===== src/rtl/apb_sevenseg_ctrl_if.sv =====
// APB bus bundle for the seven-segment controller slot.
interface apb_sevenseg_ctrl_if #(
    parameter int AW = 32,
    parameter int DW = 32
);
    logic [AW-1:0] pADDR;
    logic          pSEL;
    logic          pENABLE;
    logic          pWRITE;
    logic [DW-1:0] pWDATA;
    logic [DW-1:0] pRDATA;
    logic          pREADY;
    logic          pSLVERR;

    modport master (
        output pADDR, pSEL, pENABLE, pWRITE, pWDATA,
        input  pRDATA, pREADY, pSLVERR
    );

    modport slave (
        input  pADDR, pSEL, pENABLE, pWRITE, pWDATA,
        output pRDATA, pREADY, pSLVERR
    );
endinterface


===== src/rtl/apb_sevenseg_ctrl.sv =====
// APB slave scanning a multiplexed common-anode seven-segment display with
// hex/raw digits, decimal points, PWM brightness, leading-zero blanking and blink.
module apb_sevenseg_ctrl #(
    parameter int DW         = 32,
    parameter int AW         = 32,
    parameter int NUM_DIGITS = 8,
    parameter int PRESCALE   = 1250
) (
    input  logic                  clock,
    input  logic                  reset,
    apb_sevenseg_ctrl_if.slave    apb,
    output logic [NUM_DIGITS-1:0] anode_select,
    output logic [6:0]            segs,
    output logic                  dp
);

    function automatic logic [31:0] nib_mask(input logic [7:0] m);
        logic [31:0] res;
        res = 32'd0;
        for (int i = 0; i < 8; i++) begin
            res[4*i +: 4] = {4{m[i]}};
        end
        return res;
    endfunction

    function automatic logic [31:0] byte_mask(input logic [3:0] m);
        logic [31:0] res;
        res = 32'd0;
        for (int i = 0; i < 4; i++) begin
            res[8*i +: 8] = {1'b0, {7{m[i]}}};
        end
        return res;
    endfunction

    // Active-low {g,f,e,d,c,b,a} hex glyphs.
    function automatic logic [6:0] seg_hex(input logic [3:0] v);
        logic [6:0] s;
        case (v)
            4'h0:    s = 7'h40;
            4'h1:    s = 7'h79;
            4'h2:    s = 7'h24;
            4'h3:    s = 7'h30;
            4'h4:    s = 7'h19;
            4'h5:    s = 7'h12;
            4'h6:    s = 7'h02;
            4'h7:    s = 7'h78;
            4'h8:    s = 7'h00;
            4'h9:    s = 7'h10;
            4'hA:    s = 7'h08;
            4'hB:    s = 7'h03;
            4'hC:    s = 7'h46;
            4'hD:    s = 7'h21;
            4'hE:    s = 7'h06;
            4'hF:    s = 7'h0E;
            default: s = 7'h7F;
        endcase
        return s;
    endfunction

    localparam int             PW        = (PRESCALE > 1) ? $clog2(PRESCALE) : 1;
    localparam logic [PW-1:0]  PRESC_MAX = PW'(PRESCALE - 1);
    localparam logic [2:0]     LAST_DIG  = 3'(NUM_DIGITS - 1);
    localparam logic [7:0]     DIG_MASK  = 8'((9'd1 << NUM_DIGITS) - 9'd1);
    localparam logic [31:0]    NIB_MASK  = nib_mask(DIG_MASK);
    localparam logic [31:0]    LO_MASK   = byte_mask(DIG_MASK[3:0]);
    localparam logic [31:0]    HI_MASK   = byte_mask(DIG_MASK[7:4]);

    // Configuration registers
    logic        en_q, lzb_q;
    logic [3:0]  bright_q;
    logic [7:0]  blink_div_q;
    logic [31:0] digits_q, raw_lo_q, raw_hi_q;
    logic [7:0]  raw_mask_q, dp_mask_q, blink_mask_q;

    // Scan state
    logic [PW-1:0] presc_q, presc_d;
    logic [3:0]    pwm_q, pwm_d;
    logic [2:0]    digit_q, digit_d;
    logic [7:0]    frame_q, frame_d;
    logic          blink_q, blink_d;

    // Output stage
    logic [NUM_DIGITS-1:0] anode_q, anode_d;
    logic [6:0]            segs_q, segs_d;
    logic                  dp_q, dp_d;

    logic          access_s, addr_err_s, err_s, wr_en_s;
    logic [DW-1:0] rd_val_s;
    logic [31:0]   wd_s;

    assign access_s   = apb.pSEL & apb.pENABLE;
    assign addr_err_s = (apb.pADDR[1:0] != 2'b00) | (|apb.pADDR[AW-1:5]);
    assign err_s      = addr_err_s | (apb.pWRITE & (apb.pADDR[4:2] == 3'd7));
    assign wr_en_s    = access_s & apb.pWRITE & ~err_s;
    assign wd_s       = apb.pWDATA[31:0];

    assign apb.pREADY  = access_s;
    assign apb.pSLVERR = access_s & err_s;
    assign apb.pRDATA  = (access_s & ~apb.pWRITE & ~addr_err_s) ? rd_val_s : {DW{1'b0}};

    // Read mux
    always_comb begin
        rd_val_s = {DW{1'b0}};
        case (apb.pADDR[4:2])
            3'd0:    rd_val_s = DW'({16'd0, blink_div_q, bright_q, 2'b00, lzb_q, en_q});
            3'd1:    rd_val_s = DW'(digits_q);
            3'd2:    rd_val_s = DW'({24'd0, raw_mask_q});
            3'd3:    rd_val_s = DW'(raw_lo_q);
            3'd4:    rd_val_s = DW'(raw_hi_q);
            3'd5:    rd_val_s = DW'({24'd0, dp_mask_q});
            3'd6:    rd_val_s = DW'({24'd0, blink_mask_q});
            3'd7:    rd_val_s = DW'({24'd0, pwm_q, blink_q, digit_q});
            default: rd_val_s = {DW{1'b0}};
        endcase
    end

    // Register file writes; bits for absent digits are never stored
    always_ff @(posedge clock) begin
        if (reset) begin
            en_q         <= 1'b0;
            lzb_q        <= 1'b0;
            bright_q     <= 4'hF;
            blink_div_q  <= 8'd0;
            digits_q     <= 32'd0;
            raw_mask_q   <= 8'd0;
            raw_lo_q     <= 32'd0;
            raw_hi_q     <= 32'd0;
            dp_mask_q    <= 8'd0;
            blink_mask_q <= 8'd0;
        end else if (wr_en_s) begin
            case (apb.pADDR[4:2])
                3'd0: begin
                    en_q        <= wd_s[0];
                    lzb_q       <= wd_s[1];
                    bright_q    <= wd_s[7:4];
                    blink_div_q <= wd_s[15:8];
                end
                3'd1:    digits_q     <= wd_s & NIB_MASK;
                3'd2:    raw_mask_q   <= wd_s[7:0] & DIG_MASK;
                3'd3:    raw_lo_q     <= wd_s & LO_MASK;
                3'd4:    raw_hi_q     <= wd_s & HI_MASK;
                3'd5:    dp_mask_q    <= wd_s[7:0] & DIG_MASK;
                3'd6:    blink_mask_q <= wd_s[7:0] & DIG_MASK;
                default: ;
            endcase
        end
    end

    // Scan counters: prescaler -> PWM phase -> digit -> frame -> blink phase
    always_comb begin
        logic frame_end;
        frame_end = 1'b0;
        presc_d   = presc_q;
        pwm_d     = pwm_q;
        digit_d   = digit_q;
        frame_d   = frame_q;
        blink_d   = blink_q;
        if (!en_q) begin
            presc_d = '0;
            pwm_d   = 4'd0;
            digit_d = 3'd0;
            frame_d = 8'd0;
            blink_d = 1'b1;
        end else begin
            if (presc_q == PRESC_MAX) begin
                presc_d = '0;
                pwm_d   = pwm_q + 4'd1;
                if (pwm_q == 4'd15) begin
                    if (digit_q == LAST_DIG) begin
                        digit_d   = 3'd0;
                        frame_end = 1'b1;
                    end else begin
                        digit_d = digit_q + 3'd1;
                    end
                end else begin
                    digit_d = digit_q;
                end
            end else begin
                presc_d = presc_q + PW'(1);
            end
            // >= so a BLINK_DIV lowered below the running count still toggles
            if (blink_div_q == 8'd0) begin
                frame_d = 8'd0;
                blink_d = 1'b1;
            end else if (frame_end) begin
                if ((frame_q + 8'd1) >= blink_div_q) begin
                    frame_d = 8'd0;
                    blink_d = ~blink_q;
                end else begin
                    frame_d = frame_q + 8'd1;
                end
            end else begin
                frame_d = frame_q;
            end
        end
    end

    // Scan state register
    always_ff @(posedge clock) begin
        if (reset) begin
            presc_q <= '0;
            pwm_q   <= 4'd0;
            digit_q <= 3'd0;
            frame_q <= 8'd0;
            blink_q <= 1'b1;
        end else begin
            presc_q <= presc_d;
            pwm_q   <= pwm_d;
            digit_q <= digit_d;
            frame_q <= frame_d;
            blink_q <= blink_d;
        end
    end

    // Digit visibility and glyph selection for the current slot
    always_comb begin
        logic [7:0] tail_zero;
        logic       run, blank, lit;
        logic [6:0] raw_byte, glyph;
        logic [3:0] nib;
        run = 1'b1;
        tail_zero = 8'd0;
        // tail_zero[i]: every digit from i upward is a hex zero
        for (int i = 7; i >= 0; i--) begin
            if (i < NUM_DIGITS) begin
                run = run & ~raw_mask_q[i] & (digits_q[4*i +: 4] == 4'd0);
            end else begin
                run = run;
            end
            tail_zero[i] = run;
        end
        blank    = lzb_q & (digit_q != 3'd0) & tail_zero[digit_q];
        lit      = en_q & (pwm_q <= bright_q) & ~(blink_mask_q[digit_q] & ~blink_q) & ~blank;
        raw_byte = digit_q[2] ? raw_hi_q[{digit_q[1:0], 3'b000} +: 7]
                              : raw_lo_q[{digit_q[1:0], 3'b000} +: 7];
        nib      = digits_q[{digit_q, 2'b00} +: 4];
        glyph    = raw_mask_q[digit_q] ? ~raw_byte : seg_hex(nib);
        for (int i = 0; i < NUM_DIGITS; i++) begin
            anode_d[i] = ~(lit & (digit_q == 3'(i)));
        end
        segs_d = lit ? glyph : 7'h7F;
        dp_d   = lit ? ~dp_mask_q[digit_q] : 1'b1;
    end

    // Registered display outputs
    always_ff @(posedge clock) begin
        if (reset) begin
            anode_q <= {NUM_DIGITS{1'b1}};
            segs_q  <= 7'h7F;
            dp_q    <= 1'b1;
        end else begin
            anode_q <= anode_d;
            segs_q  <= segs_d;
            dp_q    <= dp_d;
        end
    end

    assign anode_select = anode_q;
    assign segs         = segs_q;
    assign dp           = dp_q;

endmodule

===== src/flat_wrapper.sv =====
// flat-port wrapper written by rule: the top's interface ports become plain ports
module apb_sevenseg_ctrl_flat 
#(
    parameter int DW         = 32,
    parameter int AW         = 32,
    parameter int NUM_DIGITS = 8,
    parameter int PRESCALE   = 1250
)
  (clock, reset, anode_select, segs, dp, apb_pADDR, apb_pSEL, apb_pENABLE, apb_pWRITE, apb_pWDATA, apb_pRDATA, apb_pREADY, apb_pSLVERR);
  apb_sevenseg_ctrl_if #(.AW(AW), .DW(DW)) apb_i ();
  input  logic clock;
  input  logic reset;
  output logic [NUM_DIGITS-1:0] anode_select;
  output logic [6:0] segs;
  output logic dp;
  input wire logic [$bits(apb_i.pADDR)-1:0] apb_pADDR;
  input wire logic [$bits(apb_i.pSEL)-1:0] apb_pSEL;
  input wire logic [$bits(apb_i.pENABLE)-1:0] apb_pENABLE;
  input wire logic [$bits(apb_i.pWRITE)-1:0] apb_pWRITE;
  input wire logic [$bits(apb_i.pWDATA)-1:0] apb_pWDATA;
  output wire logic [$bits(apb_i.pRDATA)-1:0] apb_pRDATA;
  output wire logic [$bits(apb_i.pREADY)-1:0] apb_pREADY;
  output wire logic [$bits(apb_i.pSLVERR)-1:0] apb_pSLVERR;
  assign apb_i.pADDR = apb_pADDR;
  assign apb_i.pSEL = apb_pSEL;
  assign apb_i.pENABLE = apb_pENABLE;
  assign apb_i.pWRITE = apb_pWRITE;
  assign apb_i.pWDATA = apb_pWDATA;
  assign apb_pRDATA = apb_i.pRDATA;
  assign apb_pREADY = apb_i.pREADY;
  assign apb_pSLVERR = apb_i.pSLVERR;
  apb_sevenseg_ctrl #(.DW(DW), .AW(AW), .NUM_DIGITS(NUM_DIGITS), .PRESCALE(PRESCALE)) u_core (.clock(clock), .reset(reset), .apb(apb_i), .anode_select(anode_select), .segs(segs), .dp(dp));
endmodule

===== config.mk =====
export PLATFORM = sky130hd
export DESIGN_NAME = apb_sevenseg_ctrl_flat
export DESIGN_NICKNAME = d
export VERILOG_FILES = /design/src/rtl/apb_sevenseg_ctrl_if.sv /design/src/rtl/apb_sevenseg_ctrl.sv /design/src/flat_wrapper.sv
export SDC_FILE = /design/constraint.sdc
export NUM_CORES = 1
export LEC_CHECK = 0
export ABC_AREA = 1
export BUFFER_PORTS_ARGS = -buffer_cell sky130_fd_sc_hd__buf_2
export CAP_MARGIN = 15
export CORE_MARGIN = 2
export CORE_UTILIZATION = 53
export CTS_CLUSTER_SIZE = 30
export DETAILED_ROUTE_END_ITERATION = 8
export PLACE_DENSITY_LB_ADDON = 0.05
export SYNTH_ARGS = -nofsm -noshare
export SYNTH_HDL_FRONTEND = slang
export SYNTH_SLANG_ARGS = --single-unit

===== constraint.sdc =====
create_clock -name clock -period 2.2 [get_ports clock]
set_input_delay 0 -clock clock [delete_from_list [all_inputs] [get_ports clock]]
set_output_delay 0 -clock clock [all_outputs]
set_load 0.01 [all_outputs]

=== Yosys cells after proc, flatten, opt, wreduce, memory -nomap -nowiden ===
Memory sizes are Yosys's and may differ from the RTL's.
Index checks and enable logic that the tools add are counted.

* Memory bits (read-only): 112
* Word-level logic and storage cells: 154
* Register bits after elaboration: 169
* Memories: 1
* Input port bits: 69

* Shift-type cells: 3
* Order comparisons: 3
* Equal/unequal tests: 16
* Mux-type cells: 18
* $add $sub $neg: 4
* Bitwise operators: 64
* Reductions and logical operators: 27

{| class="wikitable"
|+ Memories
! name !! depth !! width !! read ports !! clocked after memory_dff !! wr ports !! line !! RTL
|-
| (no name shown) || 16 || 7 || 1 || 0 || 0 || apb_sevenseg_ctrl.sv:38 || <nowiki>case (v)</nowiki>
|}

{| class="wikitable"
|+ Operators with widths
! operator !! count
|-
| 32-bit case mux with 8 select lines || 1
|-
| 32-bit by 6-bit variable part select with 7-bit output || 2
|-
| 1-bit AND || 36
|-
| 4-bit zero test || 8
|-
| 32-bit 2-to-1 mux || 1
|-
| 32-bit by 6-bit variable part select with 4-bit output || 1
|-
| 27-bit OR reduction || 1
|-
| 1-bit inverter || 25
|-
| 3-bit equality test (second input constant) || 8
|-
| 2-bit AND reduction || 9
|-
| 7-bit 2-to-1 mux || 2
|-
| 1-bit binary-select mux with 3-bit select || 4
|-
| 3-bit by 2-bit equality test with 1-bit output (second input constant) || 4
|-
| 11-bit by 1-bit adder with 11-bit output (second input constant) || 1
|-
| 11-bit equality test (second input constant) || 1
|-
| 8-bit by 1-bit adder with 8-bit output (second input constant) || 1
|-
| 8-bit greater-or-equal comparator || 1
|-
| 8-bit zero test || 1
|-
| 1-bit 2-to-1 mux || 8
|-
| 8-bit 2-to-1 mux || 1
|-
| 7-bit inverter || 1
|-
| 3-bit by 1-bit equality test with 1-bit output (second input constant) || 2
|-
| 3-bit zero test || 2
|-
| 3-bit OR reduction || 2
|-
| other kinds (10) || 12
|}

=== Depth between registers and ports, before layout ===
Gate-level depths: netlist of run 1.

* Depth after elaboration: 23
* Depth in mapped cells: 15
* Mapped depth without buffers: 14

=== Worst setup path after synthesis of run 1 ===
Ideal clock, no wire load.

* Path type: reg-to-reg
* Start point: register u_core.frame_q[0]
* End point: register u_core.blink_q
* Setup slack: 47 ps
* Data arrival time: 2030 ps
* Period minus slack after synthesis: 2153 ps
* Path buffers: 0
* Cell stages (with the launch flop): 12
* Cell sequence: dfxtp_1 > ha_1 > nand3_1 > nand3b_1 > xor2_1 > ha_1 > nand2_1 > o21ai_0 > a21oi_1 > nand2_1 > nand3_1 > nand3b_1

* Cells in the longest elaborated chain, start to end: 3

{| class="wikitable"
|+ Ends and longest elaborated chain
! item !! line !! RTL
|-
| from (decl) || apb_sevenseg_ctrl.sv:79 || <nowiki>logic [7:0] frame_q, frame_d;</nowiki>
|-
| from (signal assigned) || apb_sevenseg_ctrl.sv:210 || <nowiki>frame_q <= frame_d;</nowiki>
|-
| 8-bit by 1-bit adder with 8-bit output || apb_sevenseg_ctrl.sv:186 || <nowiki>if ((frame_q + 8'd1) >= blink_div_q) begin</nowiki>
|-
| 8-bit greater-or-equal comparator || apb_sevenseg_ctrl.sv:186 ||
|-
| 2-bit AND reduction (no line) || n/a ||
|-
| to (signal assigned) || apb_sevenseg_ctrl.sv:211 || <nowiki>blink_q <= blink_d;</nowiki>
|-
| to (decl) || apb_sevenseg_ctrl.sv:80 || <nowiki>logic blink_q, blink_d;</nowiki>
|}

Every way passes these cells.
A chain may end at the register's enable or synchronous reset.

=== Worst setup path after layout of run 1 ===
* Start point: register u_core.frame_q[0]
* End point: register u_core.frame_q[4]

* Cells in the longest elaborated chain, start to end: 3

{| class="wikitable"
|+ Ends and longest elaborated chain
! item !! line
|-
| 8-bit by 1-bit adder with 8-bit output (*) || apb_sevenseg_ctrl.sv:186, apb_sevenseg_ctrl.sv:190
|-
| 8-bit greater-or-equal comparator || apb_sevenseg_ctrl.sv:186
|-
| 8-bit 2-to-1 mux (*) || apb_sevenseg_ctrl.sv:186
|}

Mark *: on every way between the ends. The rest lies on a longest branch, timed or not.

==> results of run 1 <==
## cell families (layout without fill, tap and decap cells)
kind of cell,after synthesis,after routing,synth area share
buf+inv,256,400,0.107
simple gates,899,899,0.385
xor+xnor,8,8,0.00728
fa+ha+maj,28,28,0.0364
compound gates,195,195,0.112
flops,169,169,0.352
## cell type report
cell class,count,area share
multi-input combinational,1130,0.460
sequential,169,0.296
timing repair buffer,187,0.109
inverter,182,0.0599
clock buffer,20,0.0398
tap,229,0.0250
clock inverter,11,0.00982
## synth_stat cells, drive strengths merged
library cell / n / area share
nor3: 17 / 0.010
a21oi: 99 / 0.052
o21bai: 1 / 0.00078
dfxtp: 169 / 0.35
o21ai: 40 / 0.021
nor4: 2 / 0.0013
o22ai: 35 / 0.023
clkinv: 1 / 0.00039
a211oi: 4 / 0.0031
nand4: 25 / 0.025
a22oi: 1 / 0.00078
ha: 28 / 0.036
nor2: 333 / 0.13
nand3: 85 / 0.044
clkbuf: 33 / 0.013
nand2: 427 / 0.17
o21a: 3 / 0.0023
nor3b: 4 / 0.0031
o221ai: 3 / 0.0027
a31oi: 1 / 0.00065
inv: 181 / 0.071
o2111ai: 2 / 0.0018
buf: 41 / 0.023
nand3b: 3 / 0.0023
or2: 3 / 0.0020
o211ai: 6 / 0.0047
xnor2: 1 / 0.00091
xor2: 7 / 0.0064
## state kept, by name, summed over array words and instances, names as in the netlist, 11 cells and up
register	count
u_core.digits_q	32
u_core.raw_hi_q	28
u_core.raw_lo_q	28
u_core.presc_q	11
## critical path: stages (launching register included)
cell and delay, ns:
dfxtp_4 0.37, ha_4 0.14, nand3_2 0.08, nand3b_1 0.17, xor2_1 0.18, ha_1 0.30, nand2_2 0.08, nor2_4 0.11
nand4_1 0.14, buf_6 0.17, nand4_1 0.08, a21oi_1 0.07
## stage by stage
| step | instances | instance area [µm²] | utilization | setup WS [ns] |
|---|---|---|---|---|
| finish | 1928 | 11500 | 0.641 | 0.149 |
| global route | 1928 | 11500 | 0.641 | -0.00290 |
| CTS | 1926 | 11400 | 0.635 | 0.0599 |
| detailed placement | 1863 | 10500 | 0.585 | 0.0689 |
| global placement | 1863 | 10500 | 0.585 | 0.0946 |
| floorplan | 1555 | 9620 | - | 0.0470 |
## what timing repair did
action                     in CTS  in global routing
setup endpoints to repair       0                 15
hold buffers                   32                  0
resized for setup               0                 27
buffers inserted                0                  2
hold endpoints to repair      126                  0
## per-layer routing
layer,global-route usage,part of all wire
met1,0.417,0.44
met2,0.505,0.46
met3,0.0542,0.077
met4,0.0920,0.022
met5,0,0
## path summary, 6_finish.rpt
check,startpoint,endpoint,slack [ns],cells past startpoint
setup / recovery,u_core.frame_q[0]$_SDFFE_PP0P_,u_core.frame_q[4]$_SDFFE_PP0P_,0.15,11
hold / removal,reset,u_core.digit_q[2]$_SDFFE_PP0P_,0.08,5
setup reg to reg,u_core.frame_q[0]$_SDFFE_PP0P_,u_core.frame_q[4]$_SDFFE_PP0P_,0.15,11
hold reg to reg,u_core.presc_q[0]$_SDFF_PP0_,u_core.presc_q[0]$_SDFF_PP0_,0.46,1
## power by group through the flow
stage	logic [mW]	registers (mW)	clock network, mW
6_report	0.283	3.05	2.97
3_3_place_gp	0.233	3.13	0
3_5_place_dp	0.233	3.13	0
2_1_floorplan	0.0956	3.13	0
4_1_cts	0.277	3.06	3.01
5_1_grt	0.300	3.05	3.13
==> flow_summary_export.csv, run 1 <==
group,metric,value,unit
outcome,outcome,"completed",
timing,timing.hold.ws,0.0779,ns
finish,n_antenna_cell,0,
synthesis,avgSynthCellArea,6.19,µm²
clock_tree,clock_sinks,169,
die,num_rows,49,
power_and_ir_drop,clkPwrFrac,0.471,
global_route,grt_usage,0.308,
routing,drtIter0Drc,1000,
routing,route.final.wire_length,30200,µm
timing,min_period_over_period,0.932,
finish,nets,1784,
routing,dr_total_vias,10280,
timing,fin_skew,0.0130,ns
global_route,grt_pass1_wl,47700,µm
timing,hold_violations,0,
timing,tightest_slew,0.712,ns
power_and_ir_drop,powerDensity,550,mW/mm²
critical_path,crit_arrival,2.35,ns
global_route,grt_overflow,0,
timing,slew_headroom,0.522,
die,core,0.0179,mm²
timing,fmaxAchievable,488,MHz
power_and_ir_drop,p_leak,5.78,nW
timing,fin_crit,2.05,ns
clock_tree,cts_tree,"done",
hold_path,min_path_type,"input port to flop",
routing,via_per_inst,5.33,
die,die_x,139,µm
die,dieArea,0.0192,mm²
finish,regArea,0.00340,mm²
timing,setup-violations-final,0,
power_and_ir_drop,pwr-share-comb,0.045,
synthesis,syn_inst,1555,
finish,final_cell_mix,"nand2_1, nor2_1, inv_1",
critical_path,cp.required,2.50,ns
critical_path,endpoint_kind,"flop",
synthesis,syn_area,0.00962,mm²
clock_tree,htreeDepth,4,
clock_tree,clk_pin_slew,0.07,ns
placed_design,dpl.hpwl,21100,µm
power_and_ir_drop,sw_frac_of_total,0.240,
clock_tree,cts_root_buffer,"clkbuf_16",
power_and_ir_drop,ir_drop,0.000549,V
die,num_io_pins,119,
critical_path,crit_type,"flop to flop",
power_and_ir_drop,seqPwrFrac,0.484,
synthesis,yosysWarnings,0,
critical_path,cp_max_fo,8,
finish,drive_above_1_share,0.129,
critical_path,start_kind,"flop",
routing,wl_per_cell,15.7,µm
global_route,grt_pass1_vias,9189,
synthesis,synth_nets,1652,
power_and_ir_drop,power,6.30,mW
synthesis,ys_types,39,
clock_tree,clk_path_buf_depth,2,
die,start_util,0.537,
global_route,grt_max_degree,76,
power_and_ir_drop,internal_power,4.79,mW
finish,final_common_cell,"nand2_1",
finish,multi_input_area,0.00528,mm²
finish,fill_cells,1731,
clock_tree,cts_made_buffers,17,
finish,syn2layout_area_growth,19.2,%
routing,dr.pass1.iters,6,
synthesis,yosys_register_bits,169,
synthesis,ys_seq_area_frac,0.352,
global_route,antenna_found_initial,0,
timing,tns,0,ns
die,fp.dieH,139,µm
placed_design,gp_congestion,0.937,
run,cap_violations,0,
clock_tree,clkLatencyLatePin,0.44,ns
timing,drv_slew,0,
power_and_ir_drop,switching_power,1.51,mW
routing,drtAntennaViolNets,0,
placed_design,portBuffers,118,
routing,drc,0,
Power figures use the tool's default switching activity.
==> run 2: changes to the inputs <==
Settings changed: SETUP_SLACK_MARGIN set to 0.15.
==> run 2 against run 1 <==
Net effect: sequential power hardly changed; via count is 0.79% lower; first-iteration DRC count is 14% lower; setup slack worse by 0.040 ns; count of clock-buffer cells in the layout is 1 lower; clock power is 11% higher; flip-flop and latch count stayed put; hold slack worse by 0.0063 ns; die area stayed put; combinational power hardly changed.
==> flow_summary_export.csv, run 2 (same netlist as run 1, synthesis figures left out) <==
group,metric,value,unit
outcome,outcome,"completed",
timing,min_period_over_period,0.950,
hold_path,whs_endpoint,"u_core.digit_q[2]$_SDFFE_PP0P_",
timing,setup_ws,0.109,ns
clock_tree,cts_tree,"done",
critical_path,critPathTopFamily,"simple AND/OR/NAND/NOR gates",
global_route,grt_usage,0.313,
die,dieArea,0.0192,mm²
timing,rsz0062_at_grt,"true",
clock_tree,clock_sinks,169,
timing,fin_crit,2.09,ns
finish,final_cell_mix,"nand2_1, nor2_1, inv_1",
die,fp.dieH,139,µm
power_and_ir_drop,power,6.65,mW
finish,n_antenna_cell,0,
global_route,antenna_found_initial,1,
placed_design,post-place-ws,-0.0765,ns
placed_design,gp_congestion,0.943,
critical_path,regToRegStartpoint,"u_core.frame_q[0]$_SDFFE_PP0P_",
die,die_x,139,µm
placed_design,place_area,0.0105,mm²
critical_path,r2r_slack,0.11,ns
routing,dr.pass1.iters,5,
timing,slew_headroom,0.519,
timing,fmaxAchievable,478,MHz
hold_path,whs_path_depth,5,
critical_path,endpoint_kind,"flop",
critical_path,r2r-end,"u_core.blink_q$_SDFFE_PP1P_",
finish,drive_above_1_share,0.141,
critical_path,crit_type,"flop to flop",
hold_path,min_path_type,"input port to flop",
finish,syn2layout_area_growth,21.4,%
routing,dr_total_vias,10199,
die,start_util,0.537,
die,num_io_pins,119,
routing,wl_per_cell,15.8,µm
clock_tree,htreeDepth,4,
power_and_ir_drop,pwr-share-comb,0.043,
routing,via_per_inst,5.27,
hold_path,hold_path_startpoint,"reset",
clock_tree,cts_root_buffer,"clkbuf_16",
finish,utilization,0.652,
global_route,grt_pass1_wl,48000,µm
die,core,0.0179,mm²
critical_path,reg2regPathDepth,12,
critical_path,cp_slowest_cell,"dfxtp_4",
power_and_ir_drop,internal_power,5.14,mW
routing,highest_layer,"met5",
power_and_ir_drop,powerDensity,570,mW/mm²
global_route,grt_max_degree,65,
finish,final_common_cell,"nand2_1",
critical_path,cp_max_fo,3,
finish,top_regs,"u_core.digits_q x32, u_core.raw_hi_q x28, u_core.raw_lo_q x28",
routing,wl_met3,2280,µm
routing,drtAntennaViolNets,0,
power_and_ir_drop,p_leak,5.88,nW
finish,top_register,"u_core.digits_q",
finish,final_area,0.0117,mm²
routing,route.final.wire_length,30500,µm
global_route,grt_pass1_vias,9261,
clock_tree,clk_pin_slew,0.07,ns
critical_path,path_cells,"ha_4, nand3_4, nand3b_1, xor2_2, ha_1, nand2_2, o21ai_2, a21oi_2, buf_4, nand2_1, nand3_1, nand3b_1",
routing,wl_met1,13400,µm
routing,drc,0,
critical_path,start_kind,"flop",
routing,route.met2.wl,14000,µm
critical_path,max_stage_delay,0.37,ns
finish,largest_register_ffs,32,
power_and_ir_drop,seqPwrFrac,0.459,
power_and_ir_drop,clkPwrFrac,0.498,
timing,tightest_slew,0.717,ns
timing,fin_skew,0.0118,ns
finish,nets,1793,
power_and_ir_drop,sw_frac_of_total,0.227,
clock_tree,cts_made_buffers,17,
critical_path,cp_common_cell,"nand3b_1",
placed_design,dpl.hpwl,21600,µm
power_and_ir_drop,switching_power,1.51,mW
die,num_rows,49,
critical_path,cp.required,2.51,ns
clock_tree,clk_path_buf_depth,2,
timing,setup-violations-final,0,
timing,hold_violations,0,
critical_path,crit_arrival,2.40,ns
run,cap_violations,0,
clock_tree,clkLatencyLatePin,0.43,ns
power_and_ir_drop,ir_drop,0.000548,V
critical_path,cp_num_buf_inv,1,
global_route,grt_overflow,0,
placed_design,portBuffers,118,
routing,drtIter0Drc,860,
timing,drv_slew,0,
## run 2: cell count changes in the layout (fill, tap and decap cells not counted), moves of 3 or more
cell	delta
buf_4	+5
bufinv_16	+3
buf_6	+4
dfxtp_2	+3
a21oi_1	-3
nand2_1	-3
## run 2: power by group through the flow
stage	Combinational (mW)	Sequential, mW	Clock, mW
after detailed placement	0.235	3.13	0
after floorplan	0.0956	3.13	0
after global placement	0.235	3.13	0
after CTS	0.280	3.06	3.35
after global routing	0.302	3.05	3.46
final	0.285	3.06	3.31
## run 2: worst reg2reg max path: stages (launching register included)
cell      delay (ns)
dfxtp_4         0.37
ha_4            0.15
nand3_4         0.07
nand3b_1        0.20
xor2_2          0.18
ha_1            0.29
nand2_2         0.10
o21ai_2         0.07
a21oi_2         0.17
buf_4           0.14
nand2_1         0.06
nand3_1         0.09
nand3b_1        0.09
## run 2: worst max path at each step
stage,from,end,slack (ns),depth (start not counted)
floorplan,u_core.frame_q[0]$_SDFFE_PP0P_,u_core.blink_q$_SDFFE_PP1P_,0.15,12
global placement,u_core.frame_q[0]$_SDFFE_PP0P_,u_core.blink_q$_SDFFE_PP1P_,-0.07,11
detailed placement,u_core.frame_q[0]$_SDFFE_PP0P_,u_core.frame_q[2]$_SDFFE_PP0P_,-0.08,10
CTS,u_core.frame_q[0]$_SDFFE_PP0P_,u_core.frame_q[2]$_SDFFE_PP0P_,0.14,11
global route,u_core.frame_q[0]$_SDFFE_PP0P_,u_core.frame_q[2]$_SDFFE_PP0P_,0.004,12
finish,u_core.frame_q[0]$_SDFFE_PP0P_,u_core.blink_q$_SDFFE_PP1P_,0.11,12
## run 2: area by class of cell
type	instances	area, µm²
Timing Repair Buffer	196	1340
Inverter	182	687
Clock buffer	19	453
Fill cell	1708	6220
Tap cell	229	287
Multi-Input combinational cell	1130	5330
Sequential cell	169	3390
Clock inverter	12	189
## run 2: what timing repair did
item | in CTS | in global routing
endpoints found under the setup margin | 10 | 20
hold buffers | 32 | 0
buffers inserted | 6 | 3
pin swaps | 6 | 17
hold endpoints to repair | 126 | 0
resized for setup | 14 | 27
## run 2: routing by layer
metal  global-route usage  vias to the layer above
li1                     -                     5163
met1                0.417                     4568
met2                0.509                      395
met3               0.0618                       71
met4                0.108                        2
met5                    0                        -
## run 2: per-stage QoR
stage | hold slack, ns | setup TNS, ns | std cells
after floorplan | 0.114 | 0 | 1555
after global placement | 0.251 | -0.138 | 1865
after detailed placement | 0.256 | -0.380 | 1865
after CTS | 0.0417 | 0 | 1934
after global routing | 0.0822 | 0 | 1937
final | 0.0717 | 0 | 1937
